$ cat config.mk
export PLATFORM = sky130hd
export DESIGN_NAME = johnson_step_ctrl
export DESIGN_NICKNAME = d
export VERILOG_FILES = /design/src/rtl/johnson_step_ctrl.sv
export SDC_FILE = /design/constraint.sdc
export NUM_CORES = 1
export LEC_CHECK = 0
export BUFFER_PORTS_ARGS = -buffer_cell sky130_fd_sc_hd__buf_4
export CORE_UTILIZATION = 58
export CTS_BUF_LIST = sky130_fd_sc_hd__clkbuf_8 sky130_fd_sc_hd__clkbuf_16
export CTS_CLUSTER_SIZE = 14
export DETAILED_ROUTE_END_ITERATION = 10
export GPL_ROUTABILITY_DRIVEN = 0
export MAX_ROUTING_LAYER = met4
export PLACE_DENSITY = 0.8
export SLEW_MARGIN = 20
export SYNTH_ARGS = -nofsm -noshare
export SYNTH_HDL_FRONTEND = slang
export SYNTH_SLANG_ARGS = --single-unit
export TNS_END_PERCENT = 50
$ cat constraint.sdc
create_clock -name clk -period 3.2 [get_ports clk]
set_input_delay 0.8 -clock clk [delete_from_list [all_inputs] [get_ports clk]]
set_output_delay 0.8 -clock clk [all_outputs]
set_load 0.02 [all_outputs]
$ cat src/rtl/johnson_step_ctrl.sv
// Command-driven sequencer for a WIDTH-bit Johnson ring counter.
// Accepts CLEAR / SET_RATE / RUN_N / RUN_TO commands and issues one-cycle
// step and clear strobes with a direction. It also tracks the ring phase and
// provides the ring pattern expected for that phase.
module johnson_step_ctrl #(
   parameter int unsigned WIDTH = 8,
   parameter int unsigned PW    = 5
) (
   input  logic             clk,
   input  logic             rst_n,
   input  logic             ena,
   input  logic             abort,
   input  logic             cmd_valid,
   input  logic [1:0]       cmd_op,
   input  logic [7:0]       cmd_arg,
   output logic             cmd_ready,
   output logic             jc_step,
   output logic             jc_dir,
   output logic             jc_clr,
   output logic [PW-1:0]    phase,
   output logic [WIDTH-1:0] pattern,
   output logic             busy,
   output logic             done
);

   // Controller states
   localparam logic [1:0] StIdle = 2'd0;
   localparam logic [1:0] StClr  = 2'd1;
   localparam logic [1:0] StRun  = 2'd2;
   localparam logic [1:0] StDone = 2'd3;

   // Command opcodes
   localparam logic [1:0] OpClear   = 2'b00;
   localparam logic [1:0] OpSetRate = 2'b01;
   localparam logic [1:0] OpRunN    = 2'b10;
   localparam logic [1:0] OpRunTo   = 2'b11;

   // The ring has 2*WIDTH phases, numbered 0 .. 2*WIDTH-1
   localparam int unsigned   NPH     = 2 * WIDTH;
   localparam logic [PW-1:0] PH_LAST = PW'(NPH - 1);

   logic [1:0]    state_q, state_d;
   logic [PW-1:0] phase_q, phase_d;
   logic [7:0]    rate_q, rate_d;
   logic [7:0]    presc_q, presc_d;
   logic [7:0]    rem_q, rem_d;
   logic          dir_q, dir_d;

   // RUN_TO helpers: target phase and forward distance from the current phase
   int unsigned   to_tgt;
   int unsigned   to_dist;
   logic [PW-1:0] phase_fwd;
   logic [PW-1:0] phase_rev;

   // Target and modular forward distance for RUN_TO, plus the neighbouring phases
   always_comb begin
      to_tgt    = 32'(cmd_arg[PW-1:0]) % NPH;
      to_dist   = (to_tgt + NPH - 32'(phase_q)) % NPH;
      phase_fwd = (phase_q == PH_LAST) ? '0 : phase_q + PW'(1);
      phase_rev = (phase_q == '0) ? PH_LAST : phase_q - PW'(1);
   end

   // Next-state, command decode and strobe generation; ena low freezes everything
   always_comb begin
      state_d   = state_q;
      phase_d   = phase_q;
      rate_d    = rate_q;
      presc_d   = presc_q;
      rem_d     = rem_q;
      dir_d     = dir_q;
      jc_step   = 1'b0;
      jc_clr    = 1'b0;
      done      = 1'b0;
      cmd_ready = ena && (state_q == StIdle);

      if (ena) begin
         case (state_q)
            StIdle: begin
               if (cmd_valid) begin
                  presc_d = '0;
                  case (cmd_op)
                     OpClear: begin
                        state_d = StClr;
                     end
                     OpSetRate: begin
                        rate_d  = cmd_arg;
                        state_d = StDone;
                     end
                     OpRunN: begin
                        rem_d   = cmd_arg;
                        dir_d   = 1'b0;
                        state_d = (cmd_arg == 8'd0) ? StDone : StRun;
                     end
                     OpRunTo: begin
                        if (to_dist == 0) begin
                           state_d = StDone;
                        end else if (to_dist <= WIDTH) begin
                           // A tie at half the ring resolves forward
                           dir_d   = 1'b0;
                           rem_d   = 8'(to_dist);
                           state_d = StRun;
                        end else begin
                           dir_d   = 1'b1;
                           rem_d   = 8'(NPH - to_dist);
                           state_d = StRun;
                        end
                     end
                     default: state_d = StIdle;
                  endcase
               end
            end

            StClr: begin
               jc_clr  = 1'b1;
               phase_d = '0;
               state_d = StDone;
            end

            StRun: begin
               if (abort) begin
                  state_d = StDone;
               end else if (presc_q == rate_q) begin
                  jc_step = 1'b1;
                  presc_d = '0;
                  phase_d = dir_q ? phase_rev : phase_fwd;
                  rem_d   = rem_q - 8'd1;
                  if (rem_q == 8'd1) begin
                     state_d = StDone;
                  end
               end else begin
                  presc_d = presc_q + 8'd1;
               end
            end

            StDone: begin
               done    = 1'b1;
               state_d = StIdle;
            end

            default: state_d = StIdle;
         endcase
      end
   end

   // Controller registers
   always_ff @(posedge clk or negedge rst_n) begin
      if (!rst_n) begin
         state_q <= StIdle;
         phase_q <= '0;
         rate_q  <= '0;
         presc_q <= '0;
         rem_q   <= '0;
         dir_q   <= 1'b0;
      end else begin
         state_q <= state_d;
         phase_q <= phase_d;
         rate_q  <= rate_d;
         presc_q <= presc_d;
         rem_q   <= rem_d;
         dir_q   <= dir_d;
      end
   end

   // Expected ring value: fill with ones from the LSB, then drain them from the LSB
   always_comb begin
      pattern = '0;
      for (int i = 0; i < int'(WIDTH); i++) begin
         if (int'(phase_q) <= int'(WIDTH)) begin
            pattern[i] = (i < int'(phase_q));
         end else begin
            pattern[i] = (i >= int'(phase_q) - int'(WIDTH));
         end
      end
   end

   assign phase  = phase_q;
   assign jc_dir = dir_q;
   assign busy   = (state_q != StIdle);

endmodule

; After elaboration in Yosys (flattened, before gate mapping)
; Cells that the tools add are included.
[totals]
ff_bits = 32
input_bits = 15
wordCells = 109
[op_classes]
n_addsub = 8
n_lt_le_gt_ge = 18
eq_ne = 17
mux = 44
reduce_logical = 16
[op_table]
columns = cell, count
row1 = 8-bit 2-to-1 mux, 8
row2 = 8-bit case mux with 2 select lines, 3
row3 = 32-bit logical NOT, 1
row4 = 5-bit 2-to-1 mux, 5
row5 = "4-bit by 6-bit >= comparator with 1-bit output, first input constant", 4
row6 = "3-bit by 5-bit < comparator with 1-bit output, first input constant", 4
row7 = 1-bit 2-to-1 mux, 20
row8 = 2-bit case mux with 4 select lines, 2
row9 = 4-bit AND reduction, 4
row10 = "3-bit by 6-bit >= comparator with 1-bit output, first input constant", 2
row11 = "1-bit by 5-bit < comparator with 1-bit output, first input constant", 2
row12 = "2-bit by 5-bit < comparator with 1-bit output, first input constant", 2
row13 = 5-bit case mux with 2 select lines, 1
row14 = "3-bit != test, second input constant", 3
row15 = "8-bit by 1-bit adder with 8-bit output, second input constant", 1
row16 = "2-bit equality test, second input constant", 4
row17 = "8-bit by 1-bit equality test with 1-bit output, second input constant", 1
row18 = 8-bit equality test, 1
row19 = 8-bit logical NOT, 1
row20 = 2-bit 2-to-1 mux, 4
row21 = "2-bit != test, second input constant", 4
row22 = 2-bit nonzero test, 4
row23 = "8-bit by 1-bit subtractor with 8-bit output, second input constant", 1
row24 = 7-bit AND reduction, 1
row25 = 18 further kinds, 20

; Longest topological paths before layout
[depth]
word_depth = 8
ltp_mapped = 11

; Worst setup path after synthesis
; Ideal clock, no wire load.
[synth_path]
path_type = flip-flop to output port
startpoint = reg phase_q[3], in the netlist phase[3]
endpoint = out pattern[3]
arrival_time_ns = 2.275
required_time_ns = 2.400
setup_slack_ns = 0.125
path_stages_with_launch = 7
cell_sequence = dfrtp_1 > clkbuf_1 > inv_1 > ha_1 > a21oi_1 > nand3_1 > o21ai_0
[synth_via]
elab_chain_cells = 3
elab_cells_between_ends = 5
classes_between = add/sub (1) / order compare (3) / mux (1)
[synth_lines]
columns = element, line_no
row1 = from (decl), 43  ; logic [PW-1:0] phase_q, phase_d;
row2 = from (signal assigned), 156  ; phase_q <= phase_d;
row3 = 5-bit by 4-bit subtractor with 6-bit output, 171  ; pattern[i] = (i >= int'(phase_q) - int'(WIDTH));
row4 = 3-bit by 6-bit >= comparator with 1-bit output, 171
row5 = 1-bit 2-to-1 mux (*), 168  ; if (int'(phase_q) <= int'(WIDTH)) begin
row6 = to (decl), 21  ; output logic [WIDTH-1:0] pattern,
; Mark *: on every way between the ends. The rest lies on a longest branch, timed or not.

; Worst setup path in the final report
[layout_path]
startpoint = reg phase_q[4], in the netlist phase[4]
endpoint = out pattern[2]
; Same word-level chain as after synthesis.

==> metrics list <==
* Clk pin slew, worst setup/hold paths: 0.07 ns
- Most common library cell in the layout ignoring fill and taps: buf_4
* Seq cells post-synth: 32
* Vias after detailed routing: around 2400
* Total of warnings raised by yosys: 0
- The initialized floorplan defines 24 standard-cell rows.
- Final setup violation count: 0
- Clock buffer count from CTS: 5
- DRC errors left: 0
- RSZ-0062 raised after global routing: no
* Clock sink count: 32
- The final critical path takes up roughly 90% of the cycle.
* Global-route wire length before repair: 11.0 mm
* Top flip-flop cell by instance count after synthesis: dfrtp_1
- At the worst endpoint, the arrival time is 2.09 ns.
* Filler cells: 366
- Grt ovf: 0
* Number of enable flip-flop cells after synthesis: 0
- The die covers around 4800 um^2.
* Syn_nets: ~350
- The floorplan step set the die height to 69.1 um.
- After detailed placement, the total cell area comes to 2920 um^2.
* Cell Pwr Density: 1080 nW/um^2
* Via count of the first global-routing pass: ~2400
* I/O pin cnt: 34
- Endpoints failing hold: 0
- Kind of end point of the critical path: primary output
* Detailed-routing iteration count for the pre-antenna-repair pass: 4
- Crit Reg-Reg Startpoint: phase[1]
- Total negative slack: 0 ns
* Number of nets in the final layout: 381
- Initial cell density of the core: 60.3%
- Number of max-cap violations: 0
* Setup fix buffers added after clock tree synthesis: 0
- STA puts the critical path data required time at between 2 and 2.5 ns.
- Layout cells sized above 1: 18.2%
- After floorplanning, the core was sized to cover 4320 um^2.
* Master cell of the clock root buffer: clkbuf_8
- Mean post-synth cell area: between 8 and 9 um^2
- HPWL Detailed: between 4 and 5 mm
- Buffers placed on the I/O ports in this run total 33.
- The max-slew violation total from the final report was 0.
- The worst setup path is launched from a flip-flop.
- The path class of the tightest hold or removal check is input pin to async pin.
- IR analysis of the VDD net gives a maximum drop of 0.789 mV.
- The setup check on the worst reg-to-reg path leaves a slack of 0.49 ns.
* Number of antenna violations at the first check in global routing: 0
- Synth cell types: 59
- Antenna-violating nets left: 0
* Part of the Yosys area used for sequential elements: 30.7%
- Detailed router's first-iteration violation count: 153
- Launching instance or port of the critical path: phase[4]
- Crit Path Max Fanout: 9
* Worst rel slew slack: 51.3%
- The flow ran to the end, and the final reports show no timing, DRC or antenna violations.
* Antenna cells: 0
* Via-per-instance ratio: between 6 and 7
* Post-synthesis cell count: 312
* Final critical-path required period: 2.89 ns
- Maximum level of the CTS H-tree: 2
- Leading cell types in the layout, fill and taps excluded: buf_4 (41), nand2_1 (35), dfrtp_1 (32)
- Reg2Reg Depth: 8
* Worst clock skew: 0.00880 ns
* LEAKAGE: 1.36 nW
- The floorplan step set the die width to between 60 and 70 um.
* Fraction of registers with async set or reset after synthesis: between 90% and 100%
- After clock tree synthesis, the flow added hold-fix buffers numbering 0.
- Summed over all layers, the routed wires come to 6.34 mm.
- Timing would allow up to 0.346 GHz.
- Total Routing Usage GR: 29.4%
* Routed WL per cell: 15.9 um
* Total of cells resized after clock tree synthesis: 0
- P&R area growth vs syn: 16.0%
- Pin count of the biggest net entering global routing: 33
- The endpoint identified for the worst register-to-register timing path is rem_q[3].
- Worst Path Class, Setup: flip-flop to primary output
* Syn Std Cell Area: 2610 um^2
- For the pin with the worst max-slew slack, the measured transition is between 0.7 and 0.8 ns.
* Worst-Skew Late Latency: 0.29 ns
- The clock passes through at most 2 buffers.
- TritonCTS clock tree: built
- Post-route cell area: 3020 um^2
-- cell families (layout without fill, tap and decap cells) --
kind of cell,after synthesis,in the layout,share of synthesized area (%)
simple gates,127,127,24.5
fa+ha+maj,20,20,9.88
mux,14,14,5.81
flops,32,32,30.7
xor+xnor,17,17,6.00
compound gates,72,72,18.3
buf+inv,30,65,4.75
-- through the flow --
step	setup slack (ns)	power (mW)	hold WS (ns)	cells	util, %
global placement	0.156	2.79	0.503	391	67.4
CTS	0.302	3.25	0.448	399	69.9
global route	0.0398	3.52	0.462	399	69.9
detailed placement	0.0770	2.85	0.521	391	67.4
finish	0.308	3.25	0.444	399	69.9
floorplan	0.125	2.21	0.476	312	-
-- synthesized netlist by cell type, drive strengths merged (3+ instances only) --
master | count | area share (%)
nand2 | 35 | 5.0
dfrtp | 32 | 31
nor2 | 26 | 3.7
o21ai | 23 | 4.4
ha | 19 | 9.1
inv | 16 | 2.3
nand3 | 16 | 3.1
a21oi | 11 | 2.3
clkbuf | 11 | 1.6
xnor2 | 11 | 3.7
nor3 | 10 | 1.9
mux2 | 9 | 3.9
a31oi | 8 | 1.9
nand4 | 6 | 1.7
xor2 | 6 | 2.3
mux2i | 5 | 1.9
nor3b | 5 | 1.4
and2 | 4 | 0.96
nand2b | 4 | 0.96
nand3b | 4 | 1.2
nor4 | 4 | 0.96
o2111ai | 4 | 1.6
and3 | 3 | 0.72
buf | 3 | 0.86
nor2b | 3 | 0.72
o21a | 3 | 0.86
o22ai | 3 | 0.72
o31ai | 3 | 0.86
-- worst max-delay path, cell delays in order, from the launching register on --
cell and delay [ns]:
dfrtp_1 0.45, inv_1 0.14, ha_1 0.26, a21oi_1 0.13
buf_4 0.17, nand3_1 0.15, nor2_1 0.15, o21ai_0 0.10
o21ai_0 0.08, buf_4 0.17
-- final cells by class --
class / instances / area [um^2] / area share, %
multi-input cells: 250 / 1680 / 55.6
flip-flops and latches: 32 / 801 / 26.5
clock inverters: 3 / 38.8 / 1.28
inverters: 16 / 60.1 / 1.99
well taps: 52 / 65.1 / 2.15
clock buffers: 5 / 68.8 / 2.28
repair buffers: 41 / 308 / 10.2
-- flip-flops by register name, indices dropped and copies added (netlist names) --
register,count
presc_q,8
rate_q,8
rem_q,8
phase,5
state_q,2
jc_dir,1
-- worst max-delay path by stage --
stage / to
2_1_floorplan: pattern[3]
3_3_place_gp: rem_q[3]
3_5_place_dp: rem_q[2]
4_1_cts: pattern[2]
5_1_grt: pattern[2]
6_report: pattern[2]
-- routing by layer --
| metal | vias to the layer above | track usage (%) | part of all wire [%] |
|---|---|---|---|
| li1 | 1188 | - | - |
| met1 | 1159 | 36.1 | 44 |
| met2 | 73 | 46.2 | 49 |
| met3 | 10 | 8.48 | 5.5 |
| met4 | 0 | 10.2 | 1.2 |
| met5 | - | - | 0 |
-- power breakdown --
group	switching (mW)	internal (mW)	leakage, nW
Combinational	1.22	0.887	0.894
Clock	0.153	0.228	0.0593
Sequential	0.202	0.566	0.408
(Power assumes the default switching activity.)
